`src/rtl/brdg_int_pkg.sv`:
```
// Shared definitions for the interrupt collector: state encodings and defaults.
// Imported by the collector top level.
package brdg_int_pkg;

    localparam int BRDG_NUM_SRC_DEF = 4;
    localparam int BRDG_OBJ_W       = 64;

    // One-hot so each state is a single flop decode.
    typedef enum logic [2:0] {
        ST_IDLE      = 3'b001,
        ST_ISSUE     = 3'b010,
        ST_WAIT_DROP = 3'b100
    } brdg_state_t;

endpackage

```
`src/rtl/brdg_rr_pick.sv`:
```
// Wrapping priority picker: lowest requesting index at or above i_ptr,
// wrapping past NUM_SRC-1 back to 0. Purely combinational.
module brdg_rr_pick #(
    parameter int NUM_SRC = 4,
    parameter int PTR_W   = 2
) (
    input  logic [NUM_SRC-1:0] i_req,
    input  logic [PTR_W-1:0]   i_ptr,
    output logic               o_valid,
    output logic [PTR_W-1:0]   o_idx
);

    localparam int PW1 = PTR_W + 1;

    // Scan from the farthest offset down so the nearest hit is written last.
    always_comb begin
        logic [PW1-1:0] w_pos;
        o_valid = 1'b0;
        o_idx   = '0;
        w_pos   = '0;
        for (int k = NUM_SRC - 1; k >= 0; k--) begin
            w_pos = {1'b0, i_ptr} + PW1'(k);
            if (w_pos >= PW1'(NUM_SRC)) begin
                w_pos = w_pos - PW1'(NUM_SRC);
            end
            if (i_req[w_pos[PTR_W-1:0]]) begin
                o_valid = 1'b1;
                o_idx   = w_pos[PTR_W-1:0];
            end
        end
    end

endmodule

```
`src/rtl/brdg_int_collector.sv`:
```
// Collects per-source interrupt objects and presents them one at a time,
// round-robin, over a level request / level acknowledge bridge handshake.
module brdg_int_collector
    import brdg_int_pkg::*;
#(
    parameter int NUM_SRC = BRDG_NUM_SRC_DEF,
    parameter int PTR_W   = 2
) (
    input  logic                      clk,
    input  logic                      rst,
    input  logic [NUM_SRC-1:0]        src_req,
    input  logic [NUM_SRC*64-1:0]     src_obj,
    input  logic [NUM_SRC-1:0]        src_enable,
    output logic [NUM_SRC-1:0]        src_done,
    output logic [NUM_SRC-1:0]        src_ovf,
    input  logic [NUM_SRC-1:0]        ovf_clr,
    output logic                      interrupt,
    output logic [BRDG_OBJ_W-1:0]     interrupt_src,
    input  logic                      interrupt_ack,
    output logic                      busy
);

    brdg_state_t               r_state;
    logic                      r_interrupt;
    logic [BRDG_OBJ_W-1:0]     r_int_src;
    logic [PTR_W-1:0]          r_grant;
    logic [PTR_W-1:0]          r_rr_ptr;
    logic [NUM_SRC-1:0]        r_done;

    logic [NUM_SRC-1:0]        w_pending;
    logic [NUM_SRC-1:0]        w_ovf;
    logic [BRDG_OBJ_W-1:0]     w_obj [NUM_SRC];
    logic                      w_exit;
    logic                      w_pick_valid;
    logic [PTR_W-1:0]          w_pick_idx;

    // Completion of the current grant: bridge has released ack in WAIT_DROP.
    assign w_exit = (r_state == ST_WAIT_DROP) && !interrupt_ack;

    for (genvar gi = 0; gi < NUM_SRC; gi++) begin : g_src
        logic                  r_pending;
        logic                  r_ovf;
        logic [BRDG_OBJ_W-1:0] r_obj;
        logic                  w_clr;
        logic                  w_set;

        assign w_clr = w_exit && (r_grant == PTR_W'(gi));
        // A new request lands when the slot is empty or is being freed this cycle.
        assign w_set = src_req[gi] && (!r_pending || w_clr);

        always_ff @(posedge clk or posedge rst) begin
            if (rst) begin
                r_pending <= 1'b0;
                r_ovf     <= 1'b0;
                r_obj     <= '0;
            end else begin
                if (w_set) begin
                    r_pending <= 1'b1;
                    r_obj     <= src_obj[64*gi +: 64];
                end else if (w_clr) begin
                    r_pending <= 1'b0;
                end
                if (src_req[gi] && r_pending && !w_clr) begin
                    r_ovf <= 1'b1;
                end else if (ovf_clr[gi]) begin
                    r_ovf <= 1'b0;
                end
            end
        end

        assign w_pending[gi] = r_pending;
        assign w_ovf[gi]     = r_ovf;
        assign w_obj[gi]     = r_obj;
    end

    brdg_rr_pick #(
        .NUM_SRC (NUM_SRC),
        .PTR_W   (PTR_W)
    ) u_pick (
        .i_req   (w_pending & src_enable),
        .i_ptr   (r_rr_ptr),
        .o_valid (w_pick_valid),
        .o_idx   (w_pick_idx)
    );

    always_ff @(posedge clk or posedge rst) begin
        if (rst) begin
            r_state     <= ST_IDLE;
            r_interrupt <= 1'b0;
            r_int_src   <= '0;
            r_grant     <= '0;
            r_rr_ptr    <= '0;
            r_done      <= '0;
        end else begin
            r_done <= '0;
            case (r_state)
                ST_IDLE: begin
                    // Wait for the bridge to be quiescent before starting a new grant.
                    if (w_pick_valid && !interrupt_ack) begin
                        r_grant     <= w_pick_idx;
                        r_int_src   <= w_obj[w_pick_idx];
                        r_interrupt <= 1'b1;
                        r_state     <= ST_ISSUE;
                    end
                end
                ST_ISSUE: begin
                    if (interrupt_ack) begin
                        r_interrupt <= 1'b0;
                        r_state     <= ST_WAIT_DROP;
                    end
                end
                ST_WAIT_DROP: begin
                    if (!interrupt_ack) begin
                        r_done   <= NUM_SRC'(1) << r_grant;
                        r_rr_ptr <= (r_grant == PTR_W'(NUM_SRC - 1)) ? '0 : r_grant + 1'b1;
                        r_state  <= ST_IDLE;
                    end
                end
                default: begin
                    r_interrupt <= 1'b0;
                    r_state     <= ST_IDLE;
                end
            endcase
        end
    end

    assign interrupt     = r_interrupt;
    assign interrupt_src = r_int_src;
    assign busy          = (r_state != ST_IDLE);
    assign src_done      = r_done;
    assign src_ovf       = w_ovf;

endmodule

```
`config.mk`:
```
export PLATFORM = sky130hd
export DESIGN_NAME = brdg_int_collector
export DESIGN_NICKNAME = d
export VERILOG_FILES = /design/src/rtl/brdg_int_pkg.sv /design/src/rtl/brdg_rr_pick.sv /design/src/rtl/brdg_int_collector.sv
export SDC_FILE = /design/constraint.sdc
export NUM_CORES = 1
export LEC_CHECK = 0
export BUFFER_PORTS_ARGS = -buffer_cell sky130_fd_sc_hd__buf_4
export CORE_AREA = 4 4 140 277
export DETAILED_ROUTE_END_ITERATION = 16
export DIE_AREA = 0 0 144 281
export PLACE_DENSITY = 0.64
export SYNTH_ARGS = -nofsm -noshare
export SYNTH_HDL_FRONTEND = slang
export SYNTH_HIERARCHICAL = 1
export SYNTH_SLANG_ARGS = --single-unit
```
`constraint.sdc`:
```
create_clock -name clk -period 12.6 [get_ports clk]
set_input_delay 1.26 -clock clk [delete_from_list [all_inputs] [get_ports clk]]
set_output_delay 1.26 -clock clk [all_outputs]
set_load 0.01 [all_outputs]
```
Word-level counts from Yosys, hierarchy flattened --
Index checks and enable logic that the tools add are counted.
Word-level totals: logic and storage cells 143, flip-flop bits (word level) 340
Operators by class: add/subtract/negate cells 8, equal/unequal tests 10, mux-type cells 49, $lt $le $gt $ge 9, shifts and indexed selects 1, bitwise operators 4, reductions and logical operators 44
Operator list (count):
- $bmux W64 S2 | 1
- $mux W64 | 2
- $mux W1 | 26
- $logic_and A1 B1 Y1 | 18
- $mux W2 | 9
- $reduce_bool A2 Y1 | 8
- $ge A3 B3 Y1 const B | 4
- $lt A2 B3 Y1 const B | 4
- $logic_not A1 Y1 | 9
- $mux W3 | 3
- $pmux W3 S3 | 1
- $bmux W1 S2 | 4
- $mux W4 | 2
- $sub A2 B1 Y2 const B | 4
- $add A2 B2 Y3 const B | 2
- $ne A2 B2 Y1 const B | 3
- $reduce_and A3 Y1 | 2
- $and A4 B4 Y4 | 1
- $eq A2 B2 Y1 const B | 2
- $logic_or A1 B1 Y1 | 4
- $reduce_and A2 Y1 | 2
- $shl A1 B2 Y4 const A | 1
- $add A2 B1 Y3 const B | 1
- $eq A3 B1 Y1 const B | 1
- 10 further kinds | 11

Logic depth before layout (Yosys ltp) --
Gate-level depths: netlist (run 1).
depth in word-level cells 13, mapped depth 8, depth with buffers taken out 6

Hierarchy --
Netlist (run 1), hierarchy kept.
By module, submodules not included:
- brdg_int_collector | cells each 844, area each 14446.4 µm², times used 1, sequential area each 8509.4 µm²
- brdg_rr_pick | cells each 13, area each 77.6 µm², times used 1, sequential area each 0.0 µm²

Worst setup path before layout (run 1) --
OpenSTA, ideal clock, no wires.
path kind in2reg, start input port src_enable[3], end register r_int_src[0], in the netlist interrupt_src[0], setup slack 9.174 ns, stages 7, required time 12.475 ns, arrival time 3.301 ns, library setup time 0.125 ns, cells stage by stage and2_1 -> mux2i_1 -> a211oi_2 -> buf_2 -> buf_1 -> mux4_2 -> mux2_2
On the way: word-level cells in the longest chain between the ends 11, elaborated cells on any way between the ends 23
Ends and longest elaborated chain:
- start, declared | RTL line brdg_int_collector.sv:13 | input logic [NUM_SRC-1:0] src_enable,
- $and A4 B4 Y4 (*) | RTL line brdg_int_collector.sv:80 | .i_req (w_pending & src_enable),
- $bmux W1 S2 | RTL line brdg_rr_pick.sv:26 | if (i_req[w_pos[PTR_W-1:0]]) begin
- $mux W1 (implied by the code) | RTL line brdg_rr_pick.sv:26
- $mux W2 (3 in series) | RTL line brdg_rr_pick.sv:26
- $mux W2 (*) | RTL line brdg_rr_pick.sv:26
- via w_pick_idx[0] | RTL line brdg_int_collector.sv:35 | logic [PTR_W-1:0] w_pick_idx;
- $not A2 Y3 (implied by the code) (*) | RTL line brdg_int_collector.sv:101 | r_int_src <= w_obj[w_pick_idx];
- $bmux W64 S2 (*) | RTL line brdg_int_collector.sv:101
- $mux W64 (implied by the code) (*) (2 in series) | RTL line brdg_int_collector.sv:101
- end signal, assigned | RTL line brdg_int_collector.sv:101
- end, declared | RTL line brdg_int_collector.sv:25 | logic [BRDG_OBJ_W-1:0] r_int_src;
The timed path passes the listed nets; every way through them passes the cells marked *. The select of a mux whose other input is x is not followed. A chain may end at the register's enable or synchronous reset.

Worst setup path after layout (run 1) --
start input port src_enable[1], end register r_int_src[31], in the netlist interrupt_src[31]
Same word-level chain as after synthesis.

==> flow_summary.ini, run 1 <==
[worst_setup_path]
required_ns = 12.99
crit_type = primary input to flip-flop
start_kind = primary input
critPathArrivalTime_ns = 4.10
worstPathMaxFanout = 37
endpoint_kind = flip-flop

[clock_network]
clockRootBuffer = clkbuf_16
path_clk_slew_ns = 0.06
cts_tree = yes
clock_latency_ns = 0.51
cts-hold-fix-buffers = 0
cts_setup_buffers = 0
cts_htree_levels = 2
numCtsBuffers = 34
ctsResizeCount = 0
cts.sinks = 340
clockBufferDepth = 3

[routing]
ant_nets = 0
drt-initial-drc-count = 257
drc_errors = 0
drt_first_pass_iters = 4
routed_wl_mm = 39.61
vias = 8744
avgRoutedWirePerCell_um = 23.55
vias_per_cell = 5.199

[place]
io_buffer_count = 344
gp_congestion = 0.7883
dp.cells = 1618
place_hpwl_mm = 28.01
detailedPlace.worstSlack_ns = 8.317
dpl-instance-area_um2 = 17410

[floorplanning]
die_w_um = 144
io_pins = 345
start_util_pct = 39.75
die_area_um2 = 40460
core-area_um2 = 36540
dieHeight_um = 281
fp-row-count = 99

[layout]
synthToLayoutAreaGrowth_pct = 28.38
stdcell_count = 1682
fin_area_um2 = 18650
final_util_pct = 51.03
final_nets = 1475
num-fill-cells = 3147
drive_above_1_share_pct = 64.08

[min_path]
min_path_type = flip-flop to flip-flop

[synth]
yosys_register_bits = 340
synth.avg_cell_area_um2 = 16.95
yosysSeqAreaShare_pct = 58.59
syn-num-nets = 1132
synth.area.top_cells = dfrtp_1 58%, mux2_2 23%, mux4_2 9.9%
syn_inst = 857
synth_top_area_cell = dfrtp_1
ys_types = 37
synth_area_um2 = 14520
yosysTopAreaCellShare_pct = 58.41
synth_warnings = 6

[grt]
grt_pass1_vias = 10034
antenna_found_initial = 6
grt_usage_pct = 19.62
grt_max_degree = 144
grt_pass1_wl_mm = 59.15
overflow = 0

[timing]
min_period_ns = 3.715
worst_pin_slew_ns = 1.135
period_share_pct = 29.49
final.setup.tns_ns = 0
fmax_mhz = 269.1
setup_viol = 0
slew_violations = 0
finalHoldViolCount = 0
fin_skew_ns = 0.01222
fin_ws_ns = 8.885
grt_setup_unrepaired = no
relSlewSlack_pct = 24.17

[power]
clkPwrFrac_pct = 28.4
p_comb_share_pct = 28.5
p_sw_share_pct = 26.62
sequentialPowerShare_pct = 43.1
ir_drop_v = 0.0001301
switchingPower_uw = 1028
p_int_uw = 2834
cellPowerDensity_nw_per_um2 = 207.1
power_leakage_uw = 0.008500

[outcome]
status = finished clean

[job]
max-cap-violations = 0
[cell usage in the layout, fill, tap and decap left out, types with 2 or more instances in the layout]
cell type and n:
buf_4 359, dfrtp_1 339, mux2_2 296, mux4_2 64, clkbuf_16 37, mux2_1 26
nand2_1 15, inv_1 14, clkbuf_8 7, diode_2 6, bufinv_16 5, o22ai_4 4
and2_1 4, nor2_1 4, a32o_1 4, a21o_1 4, ha_1 4, clkbuf_1 4
nand2b_1 3, clkinvlp_4 3, nand3b_1 2, nor3b_1 2, a211oi_1 2, clkinv_2 2
[per-layer routing]
metal  GRT usage (%)  vias to the layer above  wire length [µm]
met5               0                        -                 0
li1                -                     3851                 -
met1           20.32                     4568             13150
met3           3.899                       65              2170
met4           8.072                        0              1362
met2           37.51                      260             22930
[power groups by stage]
stage          logic (µW)  clock network [µW]  registers, µW
3_3_place_gp         1100                   0           1670
6_report             1100                1100           1660
4_1_cts              1130                1130           1670
3_5_place_dp         1130                   0           1690
5_1_grt              1200                1170           1710
2_1_floorplan         707                   0           1660
[Yosys cell counts, drive strengths merged]
library cell	number
dfrtp	339
mux2	322
mux4	64
buf	41
inv	15
nand2	15
clkbuf	11
nor2	5
a21o	4
a32o	4
and2	4
ha	4
o22ai	4
a211oi	3
nand2b	3
nand3b	2
nor3b	2
a211o	1
a21boi	1
a21oi	1
a31oi	1
dfstp	1
mux2i	1
nor4b	1
nor4bb	1
o21ai	1
o21bai	1
o31ai	1
or3	1
or3b	1
or4b	1
xnor2	1
[registers in the layout, summed over array words and instances (netlist names)]
register         count
g_src.r_obj        256
r_grant              2
g_src.r_pending      4
r_state              3
g_src.r_ovf          4
interrupt            1
interrupt_src       64
src_done             4
r_rr_ptr             2
[final timing paths]
check | start | to | slack [ns] | depth (start not counted)
min in group asynchronous | rst | g_src[1].r_obj[42] | 0.99 | 2
min | g_src[0].r_obj[11] | g_src[0].r_obj[11] | 0.48 | 1
max in group asynchronous | rst | g_src[1].r_obj[34] | 10.08 | 3
max | src_enable[1] | interrupt_src[31] | 8.88 | 8
max reg2reg | g_src[3].r_pending | interrupt_src[31] | 9.24 | 7
min reg2reg | g_src[0].r_obj[11] | g_src[0].r_obj[11] | 0.48 | 1
[worst max-delay path, stage by stage]
cell      delay, ns
buf_4          0.11
and2_1         0.16
nor3b_1        0.21
a211oi_1       0.10
nor2_4         0.86
buf_4          0.66
mux4_2         0.41
mux2_2         0.27
[cells by family (layout without fill, tap and decap cells)]
kind of cell	Yosys count	in the layout	synth area share, %
buffers and inverters	67	432	3.170
multiplexers	387	387	34.96
AO/OA/AOI/OAI	22	22	1.551
adder cells (fa/ha/maj)	4	4	0.3446
XOR/XNOR	1	1	0.06031
other	0	6	0
flip-flops	340	340	58.59
AND/OR/NAND/NOR	36	36	1.327
[per-stage QoR]
stage | total power, µW | hold WS, ns
after floorplan | 2371 | 0.4524
after global placement | 2768 | 0.4629
after detailed placement | 2816 | 0.4734
after CTS | 3931 | 0.4876
after global routing | 4081 | 0.5074
final | 3862 | 0.4829
[area by class of cell]
cell class / instances / area, µm² / area share [%]
repair buffers: 359 / 2695 / 14.45
flip-flops and latches: 340 / 8509 / 45.64
well taps: 454 / 568.0 / 3.047
inverters: 15 / 63.81 / 0.3422
clock inverters: 10 / 182.7 / 0.9797
multi-input cells: 450 / 5574 / 29.90
diodes: 6 / 15.01 / 0.08053
clock buffers: 48 / 1037 / 5.563
Note: power is estimated with default switching activity, not from simulation.
==> run 2: changes to the inputs <==
PLACE_DENSITY = 0.66   (was 0.64)
clock period = 3.2 ns   (was 12.6 ns; I/O delays follow)
==> run 2 against run 1 <==
Effect of this change:
- sequential share of layout area decreased by 5.9 points
- flip-flop and latch count unchanged
- worst hold slack got worse by 0.46 ns
- combinational power increased to 4.3 times the previous value
- highest routed layer is now met5
- clock skew increased by 0.0056 ns
- total power increased to 4.0 times the previous value
- register-to-register slack got worse by 8.6 ns
==> flow_summary.ini, run 2 (synthesized netlist as in run 1, its figures left out) <==
[timing]
relSlewSlack_pct = 35.58
fmax_mhz = 393.6
setup_viol = 0
grt_setup_unrepaired = no
worst_pin_slew_ns = 0.9529
slew_violations = 0
fin_hold_ws_ns = 0.02368
finalHoldViolCount = 0
fin_skew_ns = 0.01784
min_period_ns = 2.541
period_share_pct = 79.40
final.setup.tns_ns = 0
fin_ws_ns = 0.6591

[clock_network]
cts_htree_levels = 1
numCtsBuffers = 31
clockRootBuffer = clkbuf_16
clockBufferDepth = 3
clock_latency_ns = 0.56
ctsResizeCount = 0
cts_tree = yes
cts.sinks = 340
path_clk_slew_ns = 0.07

[routing]
vias_per_cell = 5.124
ant_nets = 0
avgRoutedWirePerCell_um = 21.70
drc_errors = 0
drt_first_pass_iters = 6
drt-initial-drc-count = 262
vias = 10017
routed_wl_mm = 42.43

[job]
max-cap-violations = 0

[layout]
fin_area_um2 = 21420
drive_above_1_share_pct = 52.82
largest_reg_flops = 256
final_nets = 1741
stdcell_count = 1955
mostFrequentLayoutCell = buf_4
layout_common_cells = 351 x buf_4, 339 x dfrtp_1, 296 x mux2_2
top_register = g_src.r_obj
synthToLayoutAreaGrowth_pct = 47.48

[worst_setup_path]
required_ns = 3.63
worstPathMaxFanout = 30
critPathArrivalTime_ns = 2.97
endpoint_kind = flip-flop
start_kind = flip-flop
crit_type = flip-flop to flip-flop

[power]
switchingPower_uw = 4147
ir_drop_v = 0.0005210
p_comb_share_pct = 31.0
sequentialPowerShare_pct = 42.6
p_int_uw = 11210
p_sw_share_pct = 27.00
power_leakage_uw = 0.009643
cellPowerDensity_nw_per_um2 = 717.0
clkPwrFrac_pct = 26.4

[floorplanning]
fp-row-count = 99
core-area_um2 = 36540
die_area_um2 = 40460
die_w_um = 144
start_util_pct = 39.75
io_pins = 345
dieHeight_um = 281

[place]
io_buffer_count = 344
detailedPlace.worstSlack_ns = 0.6608
dpl-instance-area_um2 = 17670
gp_congestion = 0.7959
place_hpwl_mm = 27.98
dp.cells = 1626

[grt]
antenna_found_initial = 11
grt_pass1_vias = 11604
grt_pass1_wl_mm = 64.73
overflow = 0
grt_max_degree = 83
grt_usage_pct = 20.86

[outcome]
status = finished clean

[min_path]
min_path_type = primary input to flip-flop
-- run 2: cell count changes in the layout (fill, tap and decap cells not counted) --
cell / delta
clkinvlp_4: -2
buf_12: +16
diode_2: +5
clkbuf_1: +3
buf_4: -8
clkbuf_16: -6
inv_8: -1
dlygate4sd3_1: +261
clkinv_2: +3
bufinv_16: +1
clkinv_4: +1
-- run 2: layer usage --
layer	track usage (%)	vias to the layer above	part of all wire, %
li1	-	4377	-
met1	22.19	5167	35
met2	38.97	365	55
met4	10.03	2	4.8
met5	0	-	0.031
met3	3.525	106	5.0
-- run 2: final cells by class --
type,count,area (µm²)
clock inverter,12,214.0
tap,454,568.0
timing repair buffer,628,5568
antenna,11,27.53
inverter,15,60.06
clock buffer,45,898.4
sequential,340,8509
fill,2765,15120
multi-input combinational,450,5574
-- run 2: power by group through the flow --
stage,clock network (µW),registers (µW),logic [µW]
after global routing,4310,6730,5170
final,4050,6540,4770
after floorplan,0,6550,2790
after global placement,0,6550,4440
after detailed placement,0,6620,4550
after CTS,4160,6540,4830
-- run 2: metrics by stage --
step	utilization, %	power [µW]
2_1_floorplan	-	9337
4_1_cts	58.51	15530
5_1_grt	58.61	16210
3_5_place_dp	48.35	11170
3_3_place_gp	48.35	10990
6_report	58.62	15360
-- run 2: what timing repair did --
| action | 4_1_cts | 5_1_grt |
|---|---|---|
| hold buffers | 260 | 1 |
| setup buffers | 0 | 0 |
| endpoints found under the hold margin | 278 | 1 |
-- run 2: critical path: stages, from the launching register on --
cell     delay (ns)
dfrtp_1        0.47
or4b_1         0.78
o22ai_4        0.25
buf_4          0.47
mux2_2         0.40
-- run 2: path summary, 6_finish.rpt --
path	endpoint	cells past startpoint	startpoint	slack (ns)
setup reg to reg	g_src[0].r_obj[62]	4	r_state[1]	0.66
setup / recovery	g_src[0].r_obj[62]	4	r_state[1]	0.66
max in group asynchronous	g_src[0].r_obj[14]	4	rst	1.83
hold reg to reg	g_src[2].r_obj[39]	1	g_src[2].r_obj[39]	0.48
min in group asynchronous	g_src[3].r_obj[33]	3	rst	0.48
hold / removal	g_src[3].r_obj[18]	2	src_obj[210]	0.02
